--- src/rtl/adc_scan_scheduler.sv ---
// Periodic round-robin scan of the ADC controller channels: one conversion per
// sample-period tick, results forwarded as channel-tagged samples on a valid/ready stream.
module adc_scan_scheduler #(
  parameter int DATA_W   = 12,
  parameter int PERIOD_W = 16,
  parameter int TIMEOUT  = 4096,
  parameter int CNT_W    = 8
) (
  input  logic                clk,
  input  logic                rst,
  input  logic                enable,
  input  logic [3:0]          ch_mask,
  input  logic [PERIOD_W-1:0] sample_period,
  output logic                adc_start,
  output logic [1:0]          adc_channel,
  input  logic                adc_done,
  input  logic [DATA_W-1:0]   adc_data,
  input  logic                adc_nack,
  output logic                sample_valid,
  input  logic                sample_ready,
  output logic [DATA_W-1:0]   sample_data,
  output logic [1:0]          sample_ch,
  output logic                sample_err,
  output logic                busy,
  output logic [CNT_W-1:0]    overrun_cnt,
  output logic [CNT_W-1:0]    timeout_cnt
);

  localparam int WAIT_W = (TIMEOUT > 2) ? $clog2(TIMEOUT) : 1;
  localparam logic [WAIT_W-1:0] WAIT_LAST = WAIT_W'(TIMEOUT - 1);

  typedef enum logic [2:0] {
    IDLE,
    WAIT_TICK,
    ISSUE,
    WAIT_DONE,
    EMIT
  } state_t;

  state_t              state;
  state_t              state_nxt;
  logic [PERIOD_W-1:0] timer;
  logic                tick;
  logic [1:0]          last_ch;
  logic [1:0]          nxt_ch;
  logic                mask_any;
  logic [WAIT_W-1:0]   wait_cnt;
  logic                timed_out;
  logic                in_transfer;

  assign mask_any    = |ch_mask;
  assign tick        = (state != IDLE) && (timer == '0);
  assign timed_out   = (state == WAIT_DONE) && (wait_cnt == WAIT_LAST);
  assign in_transfer = (state == ISSUE) || (state == WAIT_DONE) || (state == EMIT);

  // Round-robin pick: first enabled channel after last_ch; the fourth candidate
  // is last_ch itself, so a single-channel mask keeps re-selecting that channel.
  always_comb begin
    logic [1:0] cand;
    logic       found;
    nxt_ch = '0;
    cand   = '0;
    found  = 1'b0;
    for (int i = 1; i <= 4; i++) begin
      cand = last_ch + 2'(i);
      if (!found && ch_mask[cand]) begin
        nxt_ch = cand;
        found  = 1'b1;
      end
    end
  end

  // NOTE: sequential state uses non-blocking assignments so every register
  // samples pre-edge values, independent of block ordering.
  always_ff @(posedge clk) begin
    if (!rst) state <= IDLE;
    else      state <= state_nxt;
  end

  always_comb begin
    // NOTE: default first, so every path assigns state_nxt and no latch is inferred.
    state_nxt = state;
    unique case (state)
      IDLE: begin
        if (enable && mask_any) state_nxt = WAIT_TICK;
      end
      WAIT_TICK: begin
        if (!enable || !mask_any) state_nxt = IDLE;
        else if (tick)            state_nxt = ISSUE;
      end
      ISSUE: begin
        state_nxt = mask_any ? WAIT_DONE : IDLE;
      end
      WAIT_DONE: begin
        if (adc_done)       state_nxt = EMIT;
        else if (timed_out) state_nxt = enable ? WAIT_TICK : IDLE;
      end
      EMIT: begin
        if (sample_ready) state_nxt = enable ? WAIT_TICK : IDLE;
      end
      default: state_nxt = IDLE;
    endcase
  end

  always_comb begin
    adc_start    = (state == ISSUE) && mask_any;
    sample_valid = (state == EMIT);
    busy         = (state != IDLE);
    adc_channel  = '0;
    if (state == ISSUE)          adc_channel = nxt_ch;
    else if (state == WAIT_DONE) adc_channel = last_ch;
  end

  // Period timer: frozen while idle, loaded on leaving IDLE, free-running otherwise.
  always_ff @(posedge clk) begin
    if (!rst) begin
      timer <= '0;
    end else if (state == IDLE) begin
      timer <= (state_nxt == WAIT_TICK) ? sample_period : '0;
    end else if (tick) begin
      timer <= sample_period;
    end else begin
      timer <= timer - 1'b1;
    end
  end

  always_ff @(posedge clk) begin
    if (!rst) begin
      wait_cnt <= '0;
      last_ch  <= 2'd3;
    end else begin
      wait_cnt <= (state == WAIT_DONE) ? wait_cnt + 1'b1 : '0;
      if (state == ISSUE && mask_any) last_ch <= nxt_ch;
    end
  end

  always_ff @(posedge clk) begin
    if (!rst) begin
      sample_data <= '0;
      sample_ch   <= '0;
      sample_err  <= 1'b0;
    end else if (state == WAIT_DONE && adc_done) begin
      sample_data <= adc_data;
      sample_ch   <= last_ch;
      sample_err  <= adc_nack;
    end
  end

  // Error counters saturate at all-ones; a done arriving on the timeout cycle wins.
  always_ff @(posedge clk) begin
    if (!rst) begin
      overrun_cnt <= '0;
      timeout_cnt <= '0;
    end else begin
      if (tick && in_transfer && overrun_cnt != '1) overrun_cnt <= overrun_cnt + 1'b1;
      if (timed_out && !adc_done && timeout_cnt != '1) timeout_cnt <= timeout_cnt + 1'b1;
    end
  end

endmodule

--- config.mk ---
export PLATFORM = sky130hd
export DESIGN_NAME = adc_scan_scheduler
export DESIGN_NICKNAME = d
export VERILOG_FILES = /design/src/rtl/adc_scan_scheduler.sv
export SDC_FILE = /design/constraint.sdc
export NUM_CORES = 1
export LEC_CHECK = 0
export CAP_MARGIN = 25
export CORE_MARGIN = 8
export CORE_UTILIZATION = 30
export CTS_CLUSTER_DIAMETER = 30
export DETAILED_ROUTE_END_ITERATION = 12
export GPL_TIMING_DRIVEN = 0
export PLACE_DENSITY = 0.5
export SYNTH_ARGS = -nofsm -noshare
export SYNTH_HDL_FRONTEND = slang
export SYNTH_SLANG_ARGS = --single-unit
--- constraint.sdc ---
create_clock -name clk -period 2.4 [get_ports clk]
set_clock_uncertainty 0.05 [all_clocks]
set_input_delay 0.72 -clock clk [delete_from_list [all_inputs] [get_ports clk]]
set_output_delay 0.72 -clock clk [all_outputs]
set_load 0.05 [all_outputs]
-- After elaboration in Yosys (flattened, before gate mapping)
Index checks and enable logic that the tools add are counted.
- flip-flop bits (word level): 64
- input bits: 38
- output and inout bits: 36
- logic and storage cells: 83
- add/subtract/negate cells: 7
- $lt $le $gt $ge: 4
- equality and inequality tests: 8
- muxes and demuxes: 29
- reductions and logical operators: 26
- operators by type and width (operator ; count):
    2-to-1 mux 16 bit ; 3
    2-to-1 mux 3 bit ; 6
    adder 8 x 1 -> 8 bit, second input constant ; 2
    logical NOT 16 bit ; 1
    != test 8 bit, second input constant ; 2
    subtractor 16 x 1 -> 16 bit, second input constant ; 1
    one-hot mux 3 bit (5 select lines) ; 1
    2-to-1 mux 2 bit ; 7
    adder 12 x 1 -> 12 bit, second input constant ; 1
    equality test 12 bit, second input constant ; 1
    logical AND 1 bit ; 12
    less-than comparator 2 x 3 -> 1 bit, second input constant ; 4
    binary-select mux 1 bit (select 2 bit) ; 4
    2-to-1 mux 1 bit ; 8
    equality test 3 x 1 -> 1 bit, second input constant ; 2
    equality test 3 x 2 -> 1 bit, second input constant ; 2
    logical NOT 1 bit ; 6
    adder 2 bit, second input constant ; 2
    OR reduction 4 bit ; 1
    equality test 3 bit, second input constant ; 1
    logical NOT 3 bit ; 1
    logical OR 1 bit ; 3
    nonzero test 3 bit ; 1
    adder 2 x 1 -> 2 bit, second input constant ; 1
    AND reduction 2 bit ; 1

-- Logic depth before layout (Yosys ltp)
Gate-level depths: netlist of the first run.
- depth in word-level cells: 14
- gate-level depth with buffers: 8

-- Worst setup path after synthesis of the first run
Ideal clock, no wire load.
- kind: input -> output
- start: in ch_mask[1]
- end: out adc_channel[0]
- data arrival time: 2330 ps
- path slack: -700 ps
- stages: 5
- cell sequence: nand2b_1 -> and2_1 -> o221ai_1 -> nor2_1 -> a211oi_1
- word-level cells in the longest chain between the ends: 13
- RTL lines (element ; line ; RTL):
    start, declared ; 12 ; input logic [3:0] ch_mask,
    binary-select mux 1 bit (select 2 bit) ; 66 ; if (!found && ch_mask[cand]) begin
    2-to-1 mux 1 bit (implied by the code) ; 66 ;
    2-to-1 mux 1 bit ; 66 ;
    logical NOT 1 bit ; 66 ;
    logical AND 1 bit ; 66 ;
    2-to-1 mux 1 bit ; 66 ;
    logical NOT 1 bit ; 66 ;
    logical AND 1 bit ; 66 ;
    2-to-1 mux 1 bit ; 66 ;
    logical NOT 1 bit ; 66 ;
    logical AND 1 bit ; 66 ;
    2-to-1 mux 2 bit (*) ; 66 ;
    2-to-1 mux 2 bit (*) ; 110 ; if (state == ISSUE) adc_channel = nxt_ch;
    end, declared ; 15 ; output logic [1:0] adc_channel,
Every way passes the cells marked *; elsewhere a longest branch is shown, timed or not. The select of a mux whose other input is x is not followed.

-- Worst setup path after layout of the first run
- start: in ch_mask[1]
- end: out adc_channel[1]
The elaborated chain is that of the path after synthesis.

==> impl_metrics.toml, run 1 <==
[run_status]
outcome = "finished, violations left"
failed_checks = "negative setup slack"

[critical_path]
timing.rr.start = "timer[5]"
slowest_stage = "a221o_1"
worstSetupPathType = "input port to output pin"
path_cells = "buf_12 -> nand2b_4 -> o21ai_2 -> o21ai_1 -> a221o_1 -> o21ai_2 -> buf_6"
crit_arrival_ns = 1.77
critPathMostFrequentCell = "o21ai_2"
cp.required_ns = 1.63
reg2reg_to = "state[0]"
cp_max_fo = 6
slowest_delay_ns = 0.35
start_kind = "input port"
r2r_setup_slack_ns = 0.35
end_kind = "output pin"
r2r_cells = 5

[sta]
finalSetupViolations = 2
drv_slew = 0
clock.fmax_mhz = 394
fin_ws_ns = -0.137
layout_min_cycle_time_ns = 2.54
hold_violations = 0
tns_ns = -0.188
finalCritPeriodShare = 1.06
max-slew-margin-rel = 0.569
rsz0062_at_grt = "yes"
worst_pin_slew_ns = 0.640

[placement]
place_area_um2 = 4060
dp_slack_ns = -1.33
place.gp.congestion = 0.762
place_hpwl_um = 6360
io_buffers = 73

[job]
drv_cap = 0

[floorplanning]
rows = 37
start_util = 0.307
dieArea_um2 = 14000
coreArea_um2 = 10200
pin_count = 74
fp.dieW_um = 118
die_h_um = 118

[grt]
grt_pass1_wl_um = 14200
grt_max_degree = 11
grt_pass1_vias = 2837
antenna_found_initial = 0
track_usage = 0.123
grt_overflow = 0

[logic_synthesis]
synth-edff-count = 0
synth_top_area_frac = 0.408
syn_area_um2 = 3140
synthTopCellsByArea = "dfxtp_1, nand2_1, xnor2_1, nor2_1, nand3_1"
async_reset_ff_frac = 0
netlist_instances = 379
synth_cell_type_count = 48
yosys.area.top_type = "dfxtp_1"
syn_nets = 422
netlist_top_cells_count = "dfxtp_1, nand2_1, nor2_1"
synth-warning-count = 0
avgSynthCellArea_um2 = 8.29
ys_ff_latch = 64
ys.flop_type = "dfxtp_1"
ys_seq_area_frac = 0.408

[detailed_routing]
drc = 0
route.met2.wl_um = 3690
vias_per_cell = 4.73
top_layer_used = "met4"
vias = 2875
dr_wl_met3_um = 440
drtIter0Drc = 116
antenna_left = 0
m1WireLength_um = 4230
drt-wirelength-per-cell_um = 14.0
drt-pass1-iter-count = 4
wirelength_um = 8490

[pwr]
powerDensity_nw_per_um2 = 533
irDropWorstVdd_mv = 0.194
sw_frac_of_total = 0.274
finalPower_w = 0.00233
power.switching_w = 0.000639
p_clk_frac = 0.328
p_leak_nw = 1.74
p_comb_frac = 0.184
p_int_w = 0.00169
seq_power_share = 0.488

[clocking]
clk_path_buf_depth = 2
clk_pin_slew_worst_paths_ns = 0.06
clock_latency_ns = 0.33
cts_max_level = 3
hold_buffers = 0
cts-root-buf = "clkbuf_8"
clkSinkCount = 64
tritoncts.num_buffers = 9
cts_tree = "done"

[min_path]
hold_path_class = "register to register"
whs_endpoint = "sample_data[0]"
min_from = "sample_data[0]"
hold_depth = 2

[final_layout]
fin_nets = 512
utilization = 0.428
drive_above_1_share = 0.138
design_area_um2 = 4380
diodes = 0
fillers = 1046
area_growth_pct = 39.4
==> metrics by stage <==
stage / std cells / hold WS (ns)
2_1_floorplan: 379 / 0.368
3_3_place_gp: 588 / 0.385
3_5_place_dp: 588 / 0.387
4_1_cts: 607 / 0.403
5_1_grt: 608 / 0.423
6_report: 608 / 0.401
==> state kept, by name (all words and copies together) (netlist names) <==
name	cells
sample_data	12
sample_err	1
last_ch	2
timer	16
sample_ch	2
overrun_cnt	8
wait_cnt	12
state	3
timeout_cnt	8
==> power by group through the flow <==
stage                     Combinational (W)  Sequential, W  Clock [W]
final                              0.000428        0.00114   0.000764
after global routing               0.000472        0.00114   0.000855
after CTS                          0.000428        0.00114   0.000800
after detailed placement           0.000410        0.00116          0
after global placement             0.000407        0.00116          0
after floorplan                    0.000281        0.00116          0
==> cell type report <==
cell class	count	area [um2]	area share
Sequential cell	64	1290	0.294
Clock inverter	1	5.00	0.00114
Tap cell	136	170	0.0389
Inverter	10	37.5	0.00858
Multi-Input combinational cell	291	1860	0.425
Buffer	13	63.8	0.0146
Timing Repair Buffer	80	802	0.183
Clock buffer	13	149	0.0340
==> how the worst max path moves through the flow <==
| stage | from | to | slack, ns | cells past startpoint |
|---|---|---|---|---|
| detailed placement | ch_mask[1] | adc_start | -1.33 | 4 |
| CTS | ch_mask[1] | adc_channel[1] | -0.10 | 7 |
| floorplan | ch_mask[1] | adc_channel[0] | -0.23 | 5 |
| finish | ch_mask[1] | adc_channel[1] | -0.14 | 7 |
| global placement | ch_mask[1] | adc_start | -1.31 | 4 |
| global route | ch_mask[1] | adc_channel[1] | -0.17 | 7 |
==> worst max-delay path: cells and delay by family <==
family	cells	cell delay, ns
AOI/OAI and AO/OA	4	0.62
buffers and inverters	2	0.29
and+or+nand+nor	1	0.14
==> kinds of logic after synthesis <==
logic type / synth area share
XOR/XNOR: 0.0837
AND/OR/NAND/NOR: 0.318
multiplexers: 0.0191
buffers and inverters: 0.0327
AO/OA/AOI/OAI: 0.119
flip-flops: 0.408
adder cells (fa/ha/maj): 0.0199
==> placed cells by master, fill, tap and decap left out, drive strengths merged, types with 6 or more instances in the layout <==
| cell type | count |
|---|---|
| a21oi | 21 |
| and3 | 7 |
| buf | 20 |
| clkbuf | 22 |
| clkdlybuf4s50 | 52 |
| dfxtp | 64 |
| dlymetal6s2s | 8 |
| inv | 9 |
| mux2i | 6 |
| nand2 | 65 |
| nand2b | 12 |
| nand3 | 26 |
| nand4 | 7 |
| nor2 | 34 |
| nor3 | 7 |
| nor4 | 11 |
| o21ai | 24 |
| xnor2 | 16 |
| xor2 | 14 |
==> per-layer routing <==
metal	vias up	global-route usage
li1	1495	-
met1	1312	0.167
met2	58	0.178
met3	10	0.0352
met4	0	0.0472
met5	-	0
==> timing repair <==
action / CTS / global route
pin swaps: 6 / 2
hold endpoints to repair: 0 / 0
setup endpoints to repair: 24 / 18
setup buffers: 6 / 1
resized for setup: 75 / 20
No activity file was read; power rests on OpenSTA's default activity.
==> run 2, diff against run 1 <==
--- a/config.mk
+++ b/config.mk
@@ -12,6 +12,7 @@
 export DETAILED_ROUTE_END_ITERATION = 12
 export GPL_TIMING_DRIVEN = 0
 export PLACE_DENSITY = 0.5
+export SLEW_MARGIN = 10
 export SYNTH_ARGS = -nofsm -noshare
 export SYNTH_HDL_FRONTEND = slang
 export SYNTH_SLANG_ARGS = --single-unit
==> results of run 2 <==
Final layout, timing and power as in run 1 (identical DEF).
==> run 3, diff against run 2 <==
--- a/config.mk
+++ b/config.mk
@@ -11,6 +11,7 @@
 export CTS_CLUSTER_DIAMETER = 30
 export DETAILED_ROUTE_END_ITERATION = 12
 export GPL_TIMING_DRIVEN = 0
+export MAX_ROUTING_LAYER = met4
 export PLACE_DENSITY = 0.5
 export SLEW_MARGIN = 10
 export SYNTH_ARGS = -nofsm -noshare
==> impl_metrics.toml, run 3 (same netlist as run 1, synthesis figures left out) <==
[run_status]
outcome = "finished, violations left"
failed_checks = "negative setup slack"

[detailed_routing]
antenna_left = 0
drt-pass1-iter-count = 4
drt-wirelength-per-cell_um = 13.9
drtIter0Drc = 122
wirelength_um = 8480
drc = 0
vias_per_cell = 4.76
vias = 2892

[clocking]
cts_tree = "done"
hold_buffers = 0
clkSinkCount = 64
clk_pin_slew_worst_paths_ns = 0.06
clock_latency_ns = 0.33
clk_path_buf_depth = 2
tritoncts.num_buffers = 9
cts-root-buf = "clkbuf_8"
cts_max_level = 3

[critical_path]
crit_arrival_ns = 1.77
end_kind = "output pin"
cp.required_ns = 1.63
reg2reg_to = "state[0]"
timing.rr.start = "timer[5]"
worstSetupPathType = "input port to output pin"
start_kind = "input port"
r2r_cells = 5
r2r_setup_slack_ns = 0.35
cp_max_fo = 6

[sta]
hold_violations = 0
finalCritPeriodShare = 1.06
tns_ns = -0.188
hold_ws_ns = 0.401
fin_ws_ns = -0.137
max-slew-margin-rel = 0.569
clock.fmax_mhz = 394
drv_slew = 0
rsz0062_at_grt = "yes"
worst_pin_slew_ns = 0.640
finalSetupViolations = 2
layout_min_cycle_time_ns = 2.54

[pwr]
power.switching_w = 0.000639
p_int_w = 0.00169
seq_power_share = 0.488
finalPower_w = 0.00233
p_leak_nw = 1.74
p_clk_frac = 0.328
sw_frac_of_total = 0.274
powerDensity_nw_per_um2 = 533
irDropWorstVdd_mv = 0.194
p_comb_frac = 0.184

[grt]
grt_overflow = 0
grt_pass1_wl_um = 14200
grt_pass1_vias = 2849
grt_max_degree = 11
antenna_found_initial = 0
track_usage = 0.127

[placement]
place_hpwl_um = 6360
io_buffers = 73
place.gp.congestion = 0.773
place_inst = 588

[final_layout]
drive_above_1_share = 0.138
fin_cells = 608
largest_register_ffs = 16
layout.cells.most_common_list = "nand2_1, dfxtp_1, clkdlybuf4s50_1"
diodes = 0
final_common_cell = "nand2_1"
fin_nets = 512
area_growth_pct = 39.4
regMostFlops = "timer"
reg_top3 = "timer x16, sample_data x12, wait_cnt x12"

[min_path]
hold_path_class = "register to register"
whs_endpoint = "sample_data[0]"
hold_depth = 2
min_from = "sample_data[0]"

[job]
drv_cap = 0

[floorplanning]
coreArea_um2 = 10200
rows = 37
dieArea_um2 = 14000
pin_count = 74
fp.dieW_um = 118
die_h_um = 118
start_util = 0.307
[run 3: cell counts in the layout (fill, tap and decap cells not counted)]
Identical to the previous run, type by type.
[run 3: stage by stage]
step                      setup WS, ns  instance area [um2]  utilization
final                           -0.137                 4380        0.428
after CTS                       -0.101                 4330        0.424
after global placement           -1.31                 4060        0.397
after detailed placement         -1.33                 4060        0.397
after global routing            -0.171                 4380        0.428
after floorplan                 -0.225                 3160            -
[run 3: how the worst max path moves through the flow]
stage          startpoint              to  slack, ns
4_1_cts        ch_mask[1]  adc_channel[1]      -0.10
3_5_place_dp   ch_mask[1]       adc_start      -1.33
5_1_grt        ch_mask[1]  adc_channel[1]      -0.17
2_1_floorplan  ch_mask[1]  adc_channel[0]      -0.23
3_3_place_gp   ch_mask[1]       adc_start      -1.31
6_report       ch_mask[1]  adc_channel[1]      -0.14
[run 3: layout make-up]
cell class	count	area, um2
Buffer	13	63.8
Clock buffer	13	149
Clock inverter	1	5.00
Fill cell	1046	5850
Inverter	10	37.5
Multi-Input combinational cell	291	1860
Sequential cell	64	1290
Tap cell	136	170
Timing Repair Buffer	80	802
[run 3: per-layer routing]
metal  track usage  share of wire
met5             -              0
met4        0.0472          0.013
met3        0.0319          0.050
met2         0.178           0.44
met1         0.170           0.50
[run 3: power groups by stage]
stage | sequential (W) | combinational, W | clock, W
2_1_floorplan | 0.00116 | 0.000281 | 0
3_3_place_gp | 0.00116 | 0.000407 | 0
3_5_place_dp | 0.00116 | 0.000410 | 0
4_1_cts | 0.00114 | 0.000428 | 0.000800
5_1_grt | 0.00114 | 0.000472 | 0.000857
6_report | 0.00114 | 0.000428 | 0.000764
[run 3: repair_timing]
item	in CTS	in global routing
setup endpoints to repair	24	18
gates resized for setup	75	20
setup buffers	6	1
pin swaps	6	2
[run 3: critical path, stage by stage]
cell and delay (ns):
buf_12 0.11, nand2b_4 0.14, o21ai_2 0.11, o21ai_1 0.07, a221o_1 0.35, o21ai_2 0.09
buf_6 0.18
